===== src/rtl/sub80_seq16.sv =====
// ============================================================================
// sub80_seq16 : 80-bit subtractor D = A - B - Bin, one 16-bit slice per clock
// Revision    : 1.0  initial release
// ============================================================================
`default_nettype none

module sub80_seq16 (
  input  logic        clk,
  input  logic        rst_n,
  input  logic        start,
  input  logic [79:0] A,
  input  logic [79:0] B,
  input  logic        Bin,
  output logic [79:0] D,
  output logic        Bout,
  output logic        busy,
  output logic        done
);

  typedef enum logic [1:0] {
    S_IDLE = 2'd0,
    S_RUN  = 2'd1,
    S_DONE = 2'd2
  } state_t;

  state_t      r_state;
  state_t      w_next_state;
  logic [2:0]  r_cnt;
  logic [79:0] r_a;
  logic [79:0] r_b;
  logic [79:0] r_d;
  logic        r_borrow;
  logic        r_bout;
  logic        w_accept;
  logic [16:0] w_diff;

  // Operands shift down each RUN cycle so the active slice is always bits [15:0].
  assign w_accept = start && (r_state != S_RUN);
  assign w_diff   = {1'b0, r_a[15:0]} - {1'b0, r_b[15:0]} - {16'h0, r_borrow};

  always_ff @(posedge clk) begin
    if (!rst_n) begin
      r_state <= S_IDLE;
    end else begin
      r_state <= w_next_state;
    end
  end

  always_comb begin
    w_next_state = r_state;
    case (r_state)
      S_IDLE:  if (start) w_next_state = S_RUN;
      S_RUN:   if (r_cnt == 3'd4) w_next_state = S_DONE;
      S_DONE:  w_next_state = start ? S_RUN : S_IDLE;
      default: w_next_state = S_IDLE;
    endcase
  end

  always_ff @(posedge clk) begin
    if (!rst_n) begin
      r_a      <= '0;
      r_b      <= '0;
      r_d      <= '0;
      r_borrow <= 1'b0;
      r_bout   <= 1'b0;
      r_cnt    <= 3'd0;
    end else if (w_accept) begin
      r_a      <= A;
      r_b      <= B;
      r_borrow <= Bin;
      r_d      <= '0;
      r_bout   <= 1'b0;
      r_cnt    <= 3'd0;
    end else if (r_state == S_RUN) begin
      r_a      <= {16'h0, r_a[79:16]};
      r_b      <= {16'h0, r_b[79:16]};
      r_borrow <= w_diff[16];
      case (r_cnt)
        3'd0:    r_d[15:0]  <= w_diff[15:0];
        3'd1:    r_d[31:16] <= w_diff[15:0];
        3'd2:    r_d[47:32] <= w_diff[15:0];
        3'd3:    r_d[63:48] <= w_diff[15:0];
        3'd4:    r_d[79:64] <= w_diff[15:0];
        default: r_d        <= r_d;
      endcase
      if (r_cnt == 3'd4) begin
        r_bout <= w_diff[16];
      end else begin
        r_cnt <= r_cnt + 3'd1;
      end
    end
  end

  assign D    = r_d;
  assign Bout = r_bout;
  assign busy = (r_state == S_RUN);
  assign done = (r_state == S_DONE);

endmodule

`default_nettype wire


===== config.mk =====
export PLATFORM = sky130hd
export DESIGN_NAME = sub80_seq16
export DESIGN_NICKNAME = d
export VERILOG_FILES = /design/src/rtl/sub80_seq16.sv
export SDC_FILE = /design/constraint.sdc
export NUM_CORES = 1
export LEC_CHECK = 0
export ABC_AREA = 1
export CORE_AREA = 2 2 175 177
export CTS_BUF_LIST = sky130_fd_sc_hd__clkbuf_8 sky130_fd_sc_hd__clkbuf_16
export DETAILED_ROUTE_END_ITERATION = 16
export DIE_AREA = 0 0 177 179
export SLEW_MARGIN = 20
export SYNTH_ARGS = -nofsm -noshare
export SYNTH_HDL_FRONTEND = slang
export SYNTH_SLANG_ARGS = --single-unit

===== constraint.sdc =====
create_clock -name clk -period 3.3 [get_ports clk]
set_input_delay 0.33 -clock clk [delete_from_list [all_inputs] [get_ports clk]]
set_output_delay 0.33 -clock clk [all_outputs]
set_load 0.02 [all_outputs]

# ---- After elaboration in Yosys (flattened, before gate mapping)
# Cells that the tools add are included.
dict set report classes {
  add_sub_neg 3
  multipliers 0
  div_mod_pow 0
  magnitude_cmp 0
  n_eq_ne 9
  n_shift 0
  muxes 10
  bitwise 2
  n_reduce_logical 12
}
# operator n
set ops {}
lappend ops {{$mux 80} 4}
lappend ops {{$sub 16x16->17} 1}
lappend ops {{$sub 17x1->17} 1}
lappend ops {{$reduce_and 2->1} 7}
lappend ops {{$eq 3x2->1 const B} 2}
lappend ops {{$pmux 2 s3} 1}
lappend ops {{$mux 2} 2}
lappend ops {{$ne 2x1->1 const B} 2}
lappend ops {{$add 3x1->3 const B} 1}
lappend ops {{$eq 3x1->1 const B} 1}
lappend ops {{$eq 3x3->1 const B} 1}
lappend ops {{$logic_not 3->1} 1}
lappend ops {{$mux 1} 3}
lappend ops {{$eq 2x1->1 const B} 1}
lappend ops {{$eq 2x2->1 const B} 1}
lappend ops {{$logic_not 2->1} 1}
lappend ops {{$ne 2x2->1 const B} 1}
lappend ops {{$not 1->1} 2}
lappend ops {{$reduce_bool 2->1} 1}
lappend ops {{$reduce_or 2->1} 1}
lappend ops {{$logic_and 1x1->1} 1}
dict set report word_totals {
  ff_bits 247
  latch_bits 0
  ramBits 0
  rom_bits 0
  in_bits 164
  out_inout_bits 83
  wordCells 47
  n_memories 0
}

# ---- Depth between registers and ports, before layout
dict set report logic_depth {
  depth_word 4
  mapped_depth 15
  mapped_depth_nobuf 15
}

# ---- Least setup slack after synthesis
# Ideal clock, no wire load.
dict set report synth_timing {
  path_type {reg-to-reg}
  from {register r_b[0]}
  to {register r_d[12] (netlist: D[12])}
  setup_ps 115
  t_arrival_ps 2026
  required_ps 3185
  setup_slack_ps 1159
  stages_incl_launch_ff 16
  path_buffers 0
  synth_period_minus_slack_ps 2141
  path_cell_list {dfxtp_1 > inv_1 > fa_1 > fa_1 > inv_1 > nand2_1 > nand2_1 > nand2_1 > nand2_1 > nand2_1 > a21oi_1 > inv_1 > nand2_1 > nand2_1 > o21ai_0 > inv_1}
}
dict set report synth_via {
  elab_chain_cells 2
}
# element line_no
set synth_lines {}
lappend synth_lines {{start: declaration} 30} ;# logic [79:0] r_b;
lappend synth_lines {{start signal: assignment} 76} ;# r_b <= {16'h0, r_b[79:16]};
lappend synth_lines {{$sub 16x16->17} 39} ;# assign w_diff = {1'b0, r_a[15:0]} - {1'b0, r_b[15:0]} - {16'h0, r_borrow};
lappend synth_lines {{$sub 17x1->17} 39}
lappend synth_lines {{end signal: assignment} 79} ;# 3'd0: r_d[15:0] <= w_diff[15:0];
lappend synth_lines {{end signal: assignment} 84} ;# default: r_d <= r_d;
lappend synth_lines {{end: declaration} 31} ;# logic [79:0] r_d;
# Every way passes these cells.
# A chain may end at the register's enable or synchronous reset.

# ---- Worst setup path in the final report
dict set report layout_timing {
  from {register r_state[0]}
  to {output port busy}
}
dict set report layout_via {
  elab_chain_cells 1
}
# element line_no
set layout_lines {}
lappend layout_lines {{start: declaration} 26} ;# state_t r_state;
lappend layout_lines {{start signal: assignment} 45} ;# r_state <= w_next_state;
lappend layout_lines {{$eq 2x1->1} 96} ;# assign busy = (r_state == S_RUN);
lappend layout_lines {{end: declaration} 16} ;# output logic busy,
# Every way passes these cells.

==> results.yml <==
sta:
  fin_tns_setup_ns: 0
  fin_skew_ns: 0.0130
  fin_crit_sh_pct: 82.9
  fmaxAchievable_ghz: 0.366
  slew_headroom_pct: 29.9
  rsz0062_at_grt: "no"
  finalHoldViolCount: 0
  period_needed_ns: 2.74
  tightest_slew_ns: 1.05
  slew_viol_final: 0
  setup_viol: 0
clocking:
  hold_buffers: 0
  cts_buffers: 29
  cts_resized: 0
  cts_buffer_depth: 3
  h-tree-depth: 1
  clock_sinks: 247
  post_cts_buffers: 0
  clk-insertion-delay-late_ns: 0.55
  root_buffer: "clkbuf_16"
  clk_pin_slew_worst_paths_ns: 0.06
  cts_tree: "yes"
floorplanning:
  core_area_mm2: 0.0300
  start_util_pct: 39.3
  num_rows: 64
  die_area_mm2: 0.0317
  die_w_um: 177
  die_h_um: 179
  ios: 247
setup_path:
  r2r_start: "r_b[0]"
  r2r_slack_ns: 0.84
  setup.worst_path.start: "r_state[0]"
  cpPeakStageDelay_ns: 0.66
  crit_arrival_ns: 2.41
  slowest_stage: "clkdlybuf4s50_1"
  crit_path_cell_trace: "inv_2 > nor2_4 > buf_4 > clkdlybuf4s50_1"
  startpoint_type: "register"
  required_ns: 2.97
  r2r-end: "D[37]"
  reg2reg_depth: 11
  cp-end-kind: "primary output"
  critPathKind: "register to primary output"
  path_max_fanout: 26
hold_path:
  hold_class: "primary input to register"
  hold_path_end: "r_a[64]"
  worstHoldPathCells: 3
  min-delay-start: "A[64]"
synthesis:
  syn-num-nets: 1867
  synth_area_per_cell_um2: 7.08
  synthMuxAreaShare_pct: 0
  synthCells: 1666
  synth-warning-count: 0
  synthFlopType: "dfxtp_1"
  synth-xor-area-share_pct: 0.594
  ys_ff_latch: 247
  synthAdderAreaFrac_pct: 4.05
  synth_compound_area_share_pct: 15.1
  synth_edf_count: 0
  synth-simple-area-share_pct: 21.8
  synth_area_mm2: 0.0118
  ys_types: 33
  ys_seq_area_share_pct: 41.9
  synth_top_family_by_area: "simple AND/OR/NAND/NOR gates"
  synth-async-reset-ratio_pct: 0
global_route:
  antenna_found_initial: 4
  grt_pass1_wl_um: 54300
  overflow: 0
  grt_pass1_vias: 10100
  grt_max_degree: 158
  grt_use_total_pct: 21.6
layout:
  final_cell_mix: "nand2_1, inv_1, dfxtp_1"
  fin_nets: 2073
  layout_commonest_cell: "nand2_1"
  final_cells: 2293
  area.growth.synth_to_final_pct: 30.2
  fin_util_pct: 51.2
  layout-drive-gt1-share_pct: 4.38
place:
  placed_cells: 2237
  place_hpwl_um: 24600
  io_buffers: 246
  gp_congestion: 0.886
routing:
  avgViaCountPerCell: 4.69
  drt_pass1_iterations: 5
  postRouteAntennaNets: 0
  vias: 10800
  drc: 0
  drtIter0Drc: 664
  wirelength_um: 34800
  avgRoutedWirePerCell_um: 15.2
job:
  cap_viol_max_count: 0
pwr:
  p_leak_uw: 0.00749
  peakVddDrop_v: 0.000341
  power.density_mw_per_mm2: 527
run_status:
  status: "complete, no violations"
[sequential cells by signal, indices dropped and copies added, names as in the netlist]
| register | cells |
|---|---|
| r_cnt | 3 |
| D | 80 |
| r_state | 2 |
| r_a | 80 |
| r_b | 80 |
| Bout | 1 |
| r_borrow | 1 |
[final cells by class]
| type | count | area (µm²) |
|---|---|---|
| Antenna cell | 3 | 7.51 |
| Timing Repair Buffer | 260 | 2580 |
| Tap cell | 396 | 495 |
| Clock inverter | 16 | 164 |
| Multi-Input combinational cell | 955 | 4910 |
| Inverter | 379 | 1430 |
| Clock buffer | 37 | 836 |
| Fill cell | 2997 | 14700 |
| Sequential cell | 247 | 4940 |
[metrics by stage]
step / setup slack, ns / power (µW) / hold WS (ns) / area (µm²)
finish: 0.564 / 8100 / 0.336 / 15400
global route: 0.417 / 8500 / 0.327 / 15400
CTS: 0.509 / 8170 / 0.312 / 15400
detailed placement: 0.885 / 4850 / 0.454 / 14400
global placement: 0.925 / 4820 / 0.449 / 14400
floorplan: 1.16 / 4280 / 0.440 / 11800
[layer usage]
metal	wire length (µm)	track usage, %	up-vias
met3	1920	3.41	51
li1	-	-	5561
met2	16200	36.3	266
met4	677	4.92	2
met1	16000	28.9	4873
met5	16	0	-
[critical path, delay by kind of cell (launching register included)]
| kind | cells | cell delay (ns) |
|---|---|---|
| simple gates | 1 | 0.41 |
| flops | 1 | 0.33 |
| buf+inv | 3 | 1.10 |
[kinds of logic (layout without fill, tap and decap cells)]
family | Yosys count | count (layout)
and+or+nand+nor | 647 | 647
buffers and inverters | 464 | 692
AOI/OAI and AO/OA | 263 | 263
DFF | 247 | 247
adders and majority gates | 37 | 37
xor gates and xnor gates | 8 | 8
other | 0 | 3
[cells in the mapped netlist, drive strengths merged, types with 6 or more instances]
cell	count	area share (%)
nand2	457	15
a21oi	58	2.5
o21a	7	0.45
dfxtp	247	42
o21bai	10	0.64
inv	379	12
ha	35	3.7
xor2	6	0.45
o211ai	47	3.0
nand3	48	2.4
clkbuf	9	0.29
o21ai	55	2.3
o221ai	72	5.3
nor2	139	4.7
buf	76	4.2
[report_power, final]
group,internal (µW),total [µW],switching (µW)
Clock,2010,3310,1300
Sequential,3140,3200,64.5
Combinational,592,1590,997
Total,5740,8100,2360
[how the worst max path moves through the flow]
| stage | to | slack [ns] | cells after the start |
|---|---|---|---|
| after floorplan | D[12] | 1.16 | 15 |
| after global placement | r_a[34] | 0.93 | 8 |
| after detailed placement | D[37] | 0.88 | 10 |
| after CTS | busy | 0.51 | 4 |
| after global routing | busy | 0.42 | 4 |
| final | busy | 0.56 | 4 |
Power figures use the tool's default switching activity.
